===== src/rtl/seq_mult8_pkg.sv =====
// Shared types and constants for the sequential 8x8 shift-and-add multiplier.
package mult8_pkg;

  typedef enum logic [1:0] {IDLE, RUN, DONE} mult_state_t;

  localparam int MULT_W     = 8;
  localparam int MULT_ITERS = 8;

endpackage


===== src/rtl/seq_mult8_if.sv =====
// Request/result bundle between a client and the seq_mult8 multiply unit.
interface seq_mult8_if;
  import mult8_pkg::*;

  logic                  start;
  logic [MULT_W-1:0]     a;
  logic [MULT_W-1:0]     b;
  logic                  busy;
  logic                  done;
  logic [2*MULT_W-1:0]   product;

  modport master (output start, a, b, input busy, done, product);
  modport slave  (input start, a, b, output busy, done, product);

endinterface


===== src/rtl/seq_mult8_adder8.sv =====
// 8-bit ripple-carry adder built from a chain of one-bit full adders.
module full_adder (
  input  logic a,
  input  logic b,
  input  logic cin,
  output logic sum,
  output logic cout
);
  assign sum  = a ^ b ^ cin;
  assign cout = (a & b) | (cin & (a ^ b));
endmodule

module adder8 (
  input  logic [7:0] a,
  input  logic [7:0] b,
  input  logic       cin,
  output logic [7:0] sum,
  output logic       cout
);
  logic [8:0] c;

  assign c[0] = cin;

  for (genvar i = 0; i < 8; i++) begin : g_bit
    full_adder u_fa (
      .a   (a[i]),
      .b   (b[i]),
      .cin (c[i]),
      .sum (sum[i]),
      .cout(c[i+1])
    );
  end

  assign cout = c[8];
endmodule


===== src/rtl/seq_mult8.sv =====
// Sequential 8x8 unsigned multiplier: 8 add/shift steps through adder8, registered product.
module seq_mult8
  import mult8_pkg::*;
(
  input  logic         clk,
  input  logic         rst_n,
  seq_mult8_if.slave   bus
);

  localparam int CNT_W = $clog2(MULT_ITERS);
  localparam logic [CNT_W-1:0] LAST_STEP = CNT_W'(MULT_ITERS - 1);

  mult_state_t           state_q;
  logic [MULT_W-1:0]     mcand_q;
  logic [2*MULT_W-1:0]   acc_q;
  logic [2*MULT_W-1:0]   acc_d;
  logic [CNT_W-1:0]      cnt_q;
  logic [2*MULT_W-1:0]   product_q;
  logic                  busy_q;
  logic                  done_q;

  logic [MULT_W-1:0]     add_b;
  logic [MULT_W-1:0]     add_sum;
  logic                  add_cout;

  always_comb begin
    add_b = acc_q[0] ? mcand_q : '0;
  end

  adder8 u_adder8 (
    .a   (acc_q[2*MULT_W-1:MULT_W]),
    .b   (add_b),
    .cin (1'b0),
    .sum (add_sum),
    .cout(add_cout)
  );

  // Carry lands in bit 15 as the accumulator shifts right, so no overflow is lost.
  assign acc_d = {add_cout, add_sum, acc_q[MULT_W-1:1]};

  always_ff @(posedge clk or negedge rst_n) begin
    if (!rst_n) begin
      state_q   <= IDLE;
      mcand_q   <= '0;
      acc_q     <= '0;
      cnt_q     <= '0;
      product_q <= '0;
      busy_q    <= 1'b0;
      done_q    <= 1'b0;
    end else begin
      case (state_q)
        IDLE: begin
          done_q <= 1'b0;
          if (bus.start) begin
            mcand_q <= bus.a;
            acc_q   <= {{MULT_W{1'b0}}, bus.b};
            cnt_q   <= '0;
            busy_q  <= 1'b1;
            state_q <= RUN;
          end
        end
        RUN: begin
          acc_q <= acc_d;
          cnt_q <= cnt_q + 1'b1;
          if (cnt_q == LAST_STEP) begin
            product_q <= acc_d;
            done_q    <= 1'b1;
            state_q   <= DONE;
          end
        end
        DONE: begin
          done_q  <= 1'b0;
          busy_q  <= 1'b0;
          state_q <= IDLE;
        end
        default: begin
          done_q  <= 1'b0;
          busy_q  <= 1'b0;
          state_q <= IDLE;
        end
      endcase
    end
  end

  assign bus.busy    = busy_q;
  assign bus.done    = done_q;
  assign bus.product = product_q;

endmodule


===== src/flat_wrapper.sv =====
// flat-port wrapper written by rule: the top's interface ports become plain ports
module seq_mult8_flat import mult8_pkg::*;
  (clk, rst_n, bus_start, bus_a, bus_b, bus_busy, bus_done, bus_product);
  seq_mult8_if bus_i ();
  input  logic clk;
  input  logic rst_n;
  input wire logic [$bits(bus_i.start)-1:0] bus_start;
  input wire logic [$bits(bus_i.a)-1:0] bus_a;
  input wire logic [$bits(bus_i.b)-1:0] bus_b;
  output wire logic [$bits(bus_i.busy)-1:0] bus_busy;
  output wire logic [$bits(bus_i.done)-1:0] bus_done;
  output wire logic [$bits(bus_i.product)-1:0] bus_product;
  assign bus_i.start = bus_start;
  assign bus_i.a = bus_a;
  assign bus_i.b = bus_b;
  assign bus_busy = bus_i.busy;
  assign bus_done = bus_i.done;
  assign bus_product = bus_i.product;
  seq_mult8 u_core (.clk(clk), .rst_n(rst_n), .bus(bus_i));
endmodule

===== config.mk =====
export PLATFORM = sky130hd
export DESIGN_NAME = seq_mult8_flat
export DESIGN_NICKNAME = d
export VERILOG_FILES = /design/src/rtl/seq_mult8_pkg.sv /design/src/rtl/seq_mult8_if.sv /design/src/rtl/seq_mult8_adder8.sv /design/src/rtl/seq_mult8.sv /design/src/flat_wrapper.sv
export SDC_FILE = /design/constraint.sdc
export NUM_CORES = 1
export LEC_CHECK = 0
export ABC_AREA = 1
export BUFFER_PORTS_ARGS = -buffer_cell sky130_fd_sc_hd__clkbuf_2
export CAP_MARGIN = 20
export CORE_AREA = 4 4 91 93
export CTS_CLUSTER_DIAMETER = 30
export CTS_CLUSTER_SIZE = 24
export DETAILED_ROUTE_END_ITERATION = 12
export DIE_AREA = 0 0 95 97
export MAX_ROUTING_LAYER = met4
export PLACE_DENSITY = 0.5
export SLEW_MARGIN = 20
export SYNTH_ARGS = -nofsm -noshare
export SYNTH_HDL_FRONTEND = slang
export SYNTH_SLANG_ARGS = --single-unit

===== constraint.sdc =====
create_clock -name clk -period 4.81 [get_ports clk]
set_clock_uncertainty 0.2 [all_clocks]
set_input_delay 1.443 -clock clk [delete_from_list [all_inputs] [get_ports clk]]
set_output_delay 1.443 -clock clk [all_outputs]
set_load 0.005 [all_outputs]

==> metrics.txt, run 1 <==
status completed; DPL Wire Length 3.39 mm; register area share after synthesis 53.7%; Slew @ Worst Pin 877 ps; grt total ovfl 0; Synth Cell Area 2190 sq um; root buffer cell clkbuf_8; Vias 1572; Distinct cells, synth 19; hold path depth 2; worst min path class reg2reg; Synth area leader dfrtp_1; global-route wire length before repair 7.87 mm; CP top delay family adder cells; clock-pin slew on the worst setup and hold paths 90 ps; flop-to-flop setup slack 740 ps; total power 1610 uW; worst stage delay on the critical path 520 ps; period utilisation layout 84.7%; Leak 0.00129 uW; Avg Synthesized Cell Area 9.36 sq um; Syn. warnings 0; R2R Path End u_core.acc_q[14]; initial antenna violation count 0; Arrival @ worst endpoint 4040 ps; Layout Nets 298; Routed wire per std cell 12.1 um; Worst Path Class, Setup reg2reg; startpoint class of the critical path flop; clock latency at the later pin of the worst-skew pair 290 ps; post-synthesis register bit count 47; Clock Tree Buf Depth 2; Worst VDD drop 160 uV; Slew headroom 41.3%; Top cell by count, worst path fa_1; total setup buffers inserted after CTS 0; die area 9220 sq um; Synth top area share 53.7%; Rows 32; Worst Path Required 4780 ps; Net Count, Synth 263; # IOs 37; total wire length 4.51 mm; # diodes 0; Slew Viols, Final 0; post-CTS sizing 0; # hold bufs at CTS 0; gpl congestion 0.731; H-tree depth 2; CP max-delay cell fa_1; worst r2r src u_core.acc_q[0]; clock sinks 47; vias per inst 4.23; First DRT Iteration DRCs 50; layout cell share with drive strength beyond 1 23.0%; peak fanout along the critical path 9; area grow syn2layout 15.1%; Overall Global Routing Usage 11.3%; Final ANT Viol Nets 0; FF-to-FF path depth 12; port bufs 36; final hold viol count 0; TritonCTS clock tree yes; CP endpoint kind flop; CP cell instances nand2_1, inv_1, ha_1, inv_1, fa_1, fa_1, fa_1, fa_1, fa_1, fa_1, fa_1, o21ai_0; unrepaired setup endpoints after global routing no; Final setup violation count 0; vias in the first global route 1542; height of the die 97 um; DRC Markers 0; Setup TNS 0 ps; crit path buf inv count 2; Max Clock Freq 246 MHz; fin crit period 4070 ps; PD cells 640 nW/um^2; hold path start u_core.mcand_q[0]; Starting Density 29.1%; Die W 95 um; cells after synthesis 234; largest net degree at the start of global routing 31; synth top area cells dfrtp_1 54%, nand2_1 13%, nand3_1 6.6%; Core Region 7530 sq um; TritonCTS Buffers 5; worst hold endpoint u_core.mcand_q[0]; Max-Cap Viols 0; DR pass1 iterations 4
## worst max-delay path by stage
stage | from | endpoint | slack (ps) | cells past startpoint
detailed placement | u_core.acc_q[0] | u_core.acc_q[14] | 730 | 12
finish | u_core.acc_q[0] | u_core.acc_q[14] | 740 | 12
global placement | u_core.acc_q[0] | u_core.acc_q[14] | 780 | 12
global route | u_core.acc_q[0] | u_core.acc_q[14] | 520 | 12
floorplan | u_core.acc_q[0] | u_core.acc_q[14] | 810 | 13
CTS | u_core.acc_q[0] | u_core.acc_q[14] | 730 | 12
## per-stage QoR
step                      cells  hold slack, ps  util [%]  setup slack, ps  instance area (sq um)
after floorplan             234             242         -              806                   2190
final                       372             280      33.5              737                   2520
after CTS                   372             286      33.5              730                   2520
after global routing        372             305      33.5              524                   2520
after detailed placement    364             264      32.4              733                   2440
after global placement      364             263      32.4              779                   2440
## layout by cell type, fill, tap and decap left out, types with 3 or more instances in the layout
master,count
clkbuf_2,36
clkbuf_8,5
dfrtp_1,47
fa_1,7
ha_1,3
inv_1,20
nand2_1,76
nand3_1,29
nor2_1,14
o21ai_0,9
o21ai_2,13
## flip-flops by register name (all words and copies together), names as in the netlist
register            count
u_core.bus.done         1
u_core.mcand_q          8
u_core.bus.busy         1
u_core.state_q          2
u_core.cnt_q            3
u_core.bus.product     16
u_core.acc_q           16
## synthesized netlist by cell type
master     n
nand2_1   76
dfrtp_1   47
nand3_1   29
inv_1     20
nor2_1    14
o21ai_2   13
o21ai_0    9
fa_1       7
buf_6      3
ha_1       3
buf_2      2
buf_4      2
clkbuf_1   2
nand2_2    2
a21oi_1    1
clkinv_4   1
inv_2      1
nand2_4    1
nor2_4     1
## metal layers
metal  share of wire (%)  up-vias  global-route usage, %
li1                    -      803                      -
met1                  50      720                   16.2
met2                  43       42                   15.5
met3                 5.4        7                   3.03
met4                 1.4        0                   3.66
met5                   0        -                      -
## power breakdown
| part | switching [uW] | internal (uW) | leakage, uW |
|---|---|---|---|
| logic | 421 | 273 | 0.000674 |
| registers | 109 | 581 | 0.000579 |
| clock network | 126 | 102 | 0.0000422 |
| total | 656 | 956 | 0.00129 |
## layout make-up
type / count / area (sq um)
fill: 843 / 5010
multi-input combinational: 156 / 860
tap: 102 / 128
sequential: 47 / 1180
timing repair buffer: 37 / 188
clock buffer: 7 / 76.3
inverter: 22 / 87.6
clock inverter: 1 / 5.00
## worst register-to-register path, stage by stage, from the launching register on
cell and delay (ps):
dfrtp_1 480, nand2_1 80, inv_1 60, ha_1 130
inv_1 40, fa_1 370, fa_1 390, fa_1 390
fa_1 390, fa_1 410, fa_1 400, fa_1 520
o21ai_0 90
## kinds of logic (layout without fill, tap and decap cells)
| logic type | after synthesis | in the layout | synth area share (%) |
|---|---|---|---|
| compound gates | 23 | 23 | 7.49 |
| fa+ha+maj | 10 | 10 | 8.11 |
| buf+inv | 31 | 67 | 7.03 |
| flops | 47 | 47 | 53.7 |
| simple gates | 123 | 123 | 23.7 |
(Power assumes the default switching activity.)
==> run 2, diff against run 1 <==
--- a/config.mk
+++ b/config.mk
@@ -14,7 +14,7 @@
 export DETAILED_ROUTE_END_ITERATION = 12
 export DIE_AREA = 0 0 95 97
 export MAX_ROUTING_LAYER = met4
-export PLACE_DENSITY = 0.5
+export PLACE_DENSITY = 0.52
 export SLEW_MARGIN = 20
 export SYNTH_ARGS = -nofsm -noshare
 export SYNTH_HDL_FRONTEND = slang
==> constraint.sdc (replaced) <==
create_clock -name clk -period 3.7 [get_ports clk]
set_clock_uncertainty 0.2 [all_clocks]
set_input_delay 1.11 -clock clk [delete_from_list [all_inputs] [get_ports clk]]
set_output_delay 1.11 -clock clk [all_outputs]
set_load 0.005 [all_outputs]
==> metrics.txt, run 2 (synthesis gave the netlist of run 1 again) <==
status finished, violations left (was completed); violated checks negative setup slack; startpoint class of the critical path flop (unchanged); grt total ovfl 0 (unchanged); fin cells 375 (was 372); period utilisation layout 100% (was 84.7%); die area 9220 sq um (unchanged); Slew @ Worst Pin 561 ps (was 877 ps); Rows 32 (unchanged); layout cell share with drive strength beyond 1 26.7% (was 23.0%); clock sinks 47 (unchanged); Core Region 7530 sq um (unchanged); Worst Path Class, Setup reg2reg (unchanged); height of the die 97 um (unchanged); total wire length 4.64 mm (was 4.51 mm); TritonCTS clock tree yes (unchanged); vias per inst 4.23 (about the same); CP cell instances nand2_1, inv_1, ha_1, inv_2, fa_2, fa_2, fa_2, fa_2, fa_2, fa_2, fa_1, o21ai_1 (was nand2_1, inv_1, ha_1, inv_1, fa_1, fa_1, fa_1, fa_1, fa_1, fa_1, fa_1, o21ai_0); DPL Wire Length 3.43 mm (was 3.39 mm); DR pass1 iterations 4 (unchanged); TritonCTS Buffers 5 (unchanged); Final ANT Viol Nets 0 (unchanged); peak fanout along the critical path 2 (was 9); post-route worst setup slack -3.35 ps (was 737 ps); Arrival @ worst endpoint 3680 ps (was 4040 ps); Vias 1586 (was 1572); DRC Markers 0 (unchanged); hold path depth 2 (unchanged); Final setup violation count 1 (was 0); area grow syn2layout 17.7% (was 15.1%); global-route wire length before repair 8.11 mm (was 7.87 mm); Clock Tree Buf Depth 2 (unchanged); CP max-delay cell fa_1 (unchanged); Leak 0.00132 uW (was 0.00129 uW); PD cells 848 nW/um^2 (was 640 nW/um^2); Layout Nets 301 (was 298); vias in the first global route 1607 (was 1542); CP endpoint kind flop (unchanged); Slew headroom 62.6% (was 41.3%); fin crit period 3700 ps (was 4070 ps); # IOs 37 (unchanged); Die W 95 um (unchanged); Top cell by count, worst path fa_2 (was fa_1); FF-to-FF path depth 12 (unchanged); Slew Viols, Final 0 (unchanged); Worst Path Required 3680 ps (was 4780 ps); largest net degree at the start of global routing 31 (unchanged); Starting Density 29.1% (unchanged); Routed wire per std cell 12.4 um (was 12.1 um); dpl cell area 2470 sq um (was 2440 sq um); Overall Global Routing Usage 11.7% (was 11.3%); port bufs 36 (unchanged); worst stage delay on the critical path 550 ps (was 520 ps); Max-Cap Viols 0 (unchanged); Setup TNS -3.35 ps (was 0 ps); unrepaired setup endpoints after global routing yes (was no); First DRT Iteration DRCs 60 (was 50); initial antenna violation count 0 (unchanged); worst min path class reg2reg (unchanged); most common cell after layout, fill and taps aside nand2_1 (unchanged); final hold viol count 0 (unchanged); Worst VDD drop 193 uV (was 160 uV); clock latency at the later pin of the worst-skew pair 300 ps (was 290 ps); # diodes 0 (unchanged); # fillers 861 (was 843); Design Area, Final 2580 sq um (was 2520 sq um); Cells after DPL 366 (was 364); commonest cells after routing, fill and taps aside 76 x nand2_1, 47 x dfrtp_1, 36 x clkbuf_2, 29 x nand3_1, 19 x inv_1 (was 76 x nand2_1, 47 x dfrtp_1, 36 x clkbuf_2, 29 x nand3_1, 20 x inv_1); Max Clock Freq 270 MHz (was 246 MHz); clock-pin slew on the worst setup and hold paths 80 ps (was 90 ps); root buffer cell clkbuf_8 (unchanged); gpl congestion 0.744 (was 0.731); H-tree depth 2 (unchanged)
[run 2: changes by cell type in the layout (fill, tap and decap cells not counted), sizes merged]
cell,previous run,this run
buf,1,4
clkbuf,43,44
clkinv,2,1
[run 2: final timing paths]
path,end,startpoint,slack [ps]
worst max-delay path,u_core.acc_q[14],u_core.mcand_q[0],-3
worst min-delay path,u_core.mcand_q[3],u_core.mcand_q[3],270
worst max register to register,u_core.acc_q[14],u_core.mcand_q[0],-3
worst min register to register,u_core.mcand_q[3],u_core.mcand_q[3],270
max in group asynchronous,u_core.bus.product[5],rst_n,1960
min in group asynchronous,u_core.mcand_q[5],rst_n,590
[run 2: power breakdown]
part | internal [uW] | switching [uW]
registers | 755 | 132
logic | 391 | 567
clock network | 171 | 170
total | 1320 | 869
[run 2: what timing repair did]
item                       4_1_cts  5_1_grt
gates resized for setup          1        1
buffers inserted                 0        1
hold buffers                     0        0
pin swaps                        0        1
setup endpoints to repair        1        4
[run 2: worst max-delay path, delay by kind of cell, from the launching register on]
family	cells	cell delay, ps
compound gates	1	80
flops	1	350
fa+ha+maj	8	2810
simple gates	1	60
buf+inv	2	90
[run 2: layout make-up]
cell class                 count  area [sq um]  area share, %
sequential                    47          1180           45.7
multi-input combinational    156           875           33.9
timing repair buffer          40           210           8.16
tap                          102           128           4.95
clock buffer                   8           100           3.89
inverter                      22          87.6           3.40
[run 2: routing by layer]
| metal | share of wire, % | vias up | wire [um] | track usage (%) |
|---|---|---|---|---|
| li1 | - | 812 | - | - |
| met1 | 50 | 742 | 2340 | 16.1 |
| met2 | 44 | 26 | 2060 | 16.6 |
| met3 | 3.4 | 6 | 157 | 2.64 |
| met4 | 1.6 | 0 | 76 | 4.66 |
| met5 | 0 | - | 0 | - |
[run 2: through the flow]
| step | hold WS (ps) | total power, uW | setup WS, ps | utilization (%) |
|---|---|---|---|---|
| 5_1_grt | 300 | 2400 | -109 | 34.2 |
| 6_report | 275 | 2190 | -3.35 | 34.2 |
| 4_1_cts | 281 | 2220 | -5.13 | 34.1 |
| 3_5_place_dp | 260 | 1870 | 0.289 | 32.8 |
| 3_3_place_gp | 263 | 1850 | 29.2 | 32.8 |
| 2_1_floorplan | 242 | 1580 | -0.713 | - |
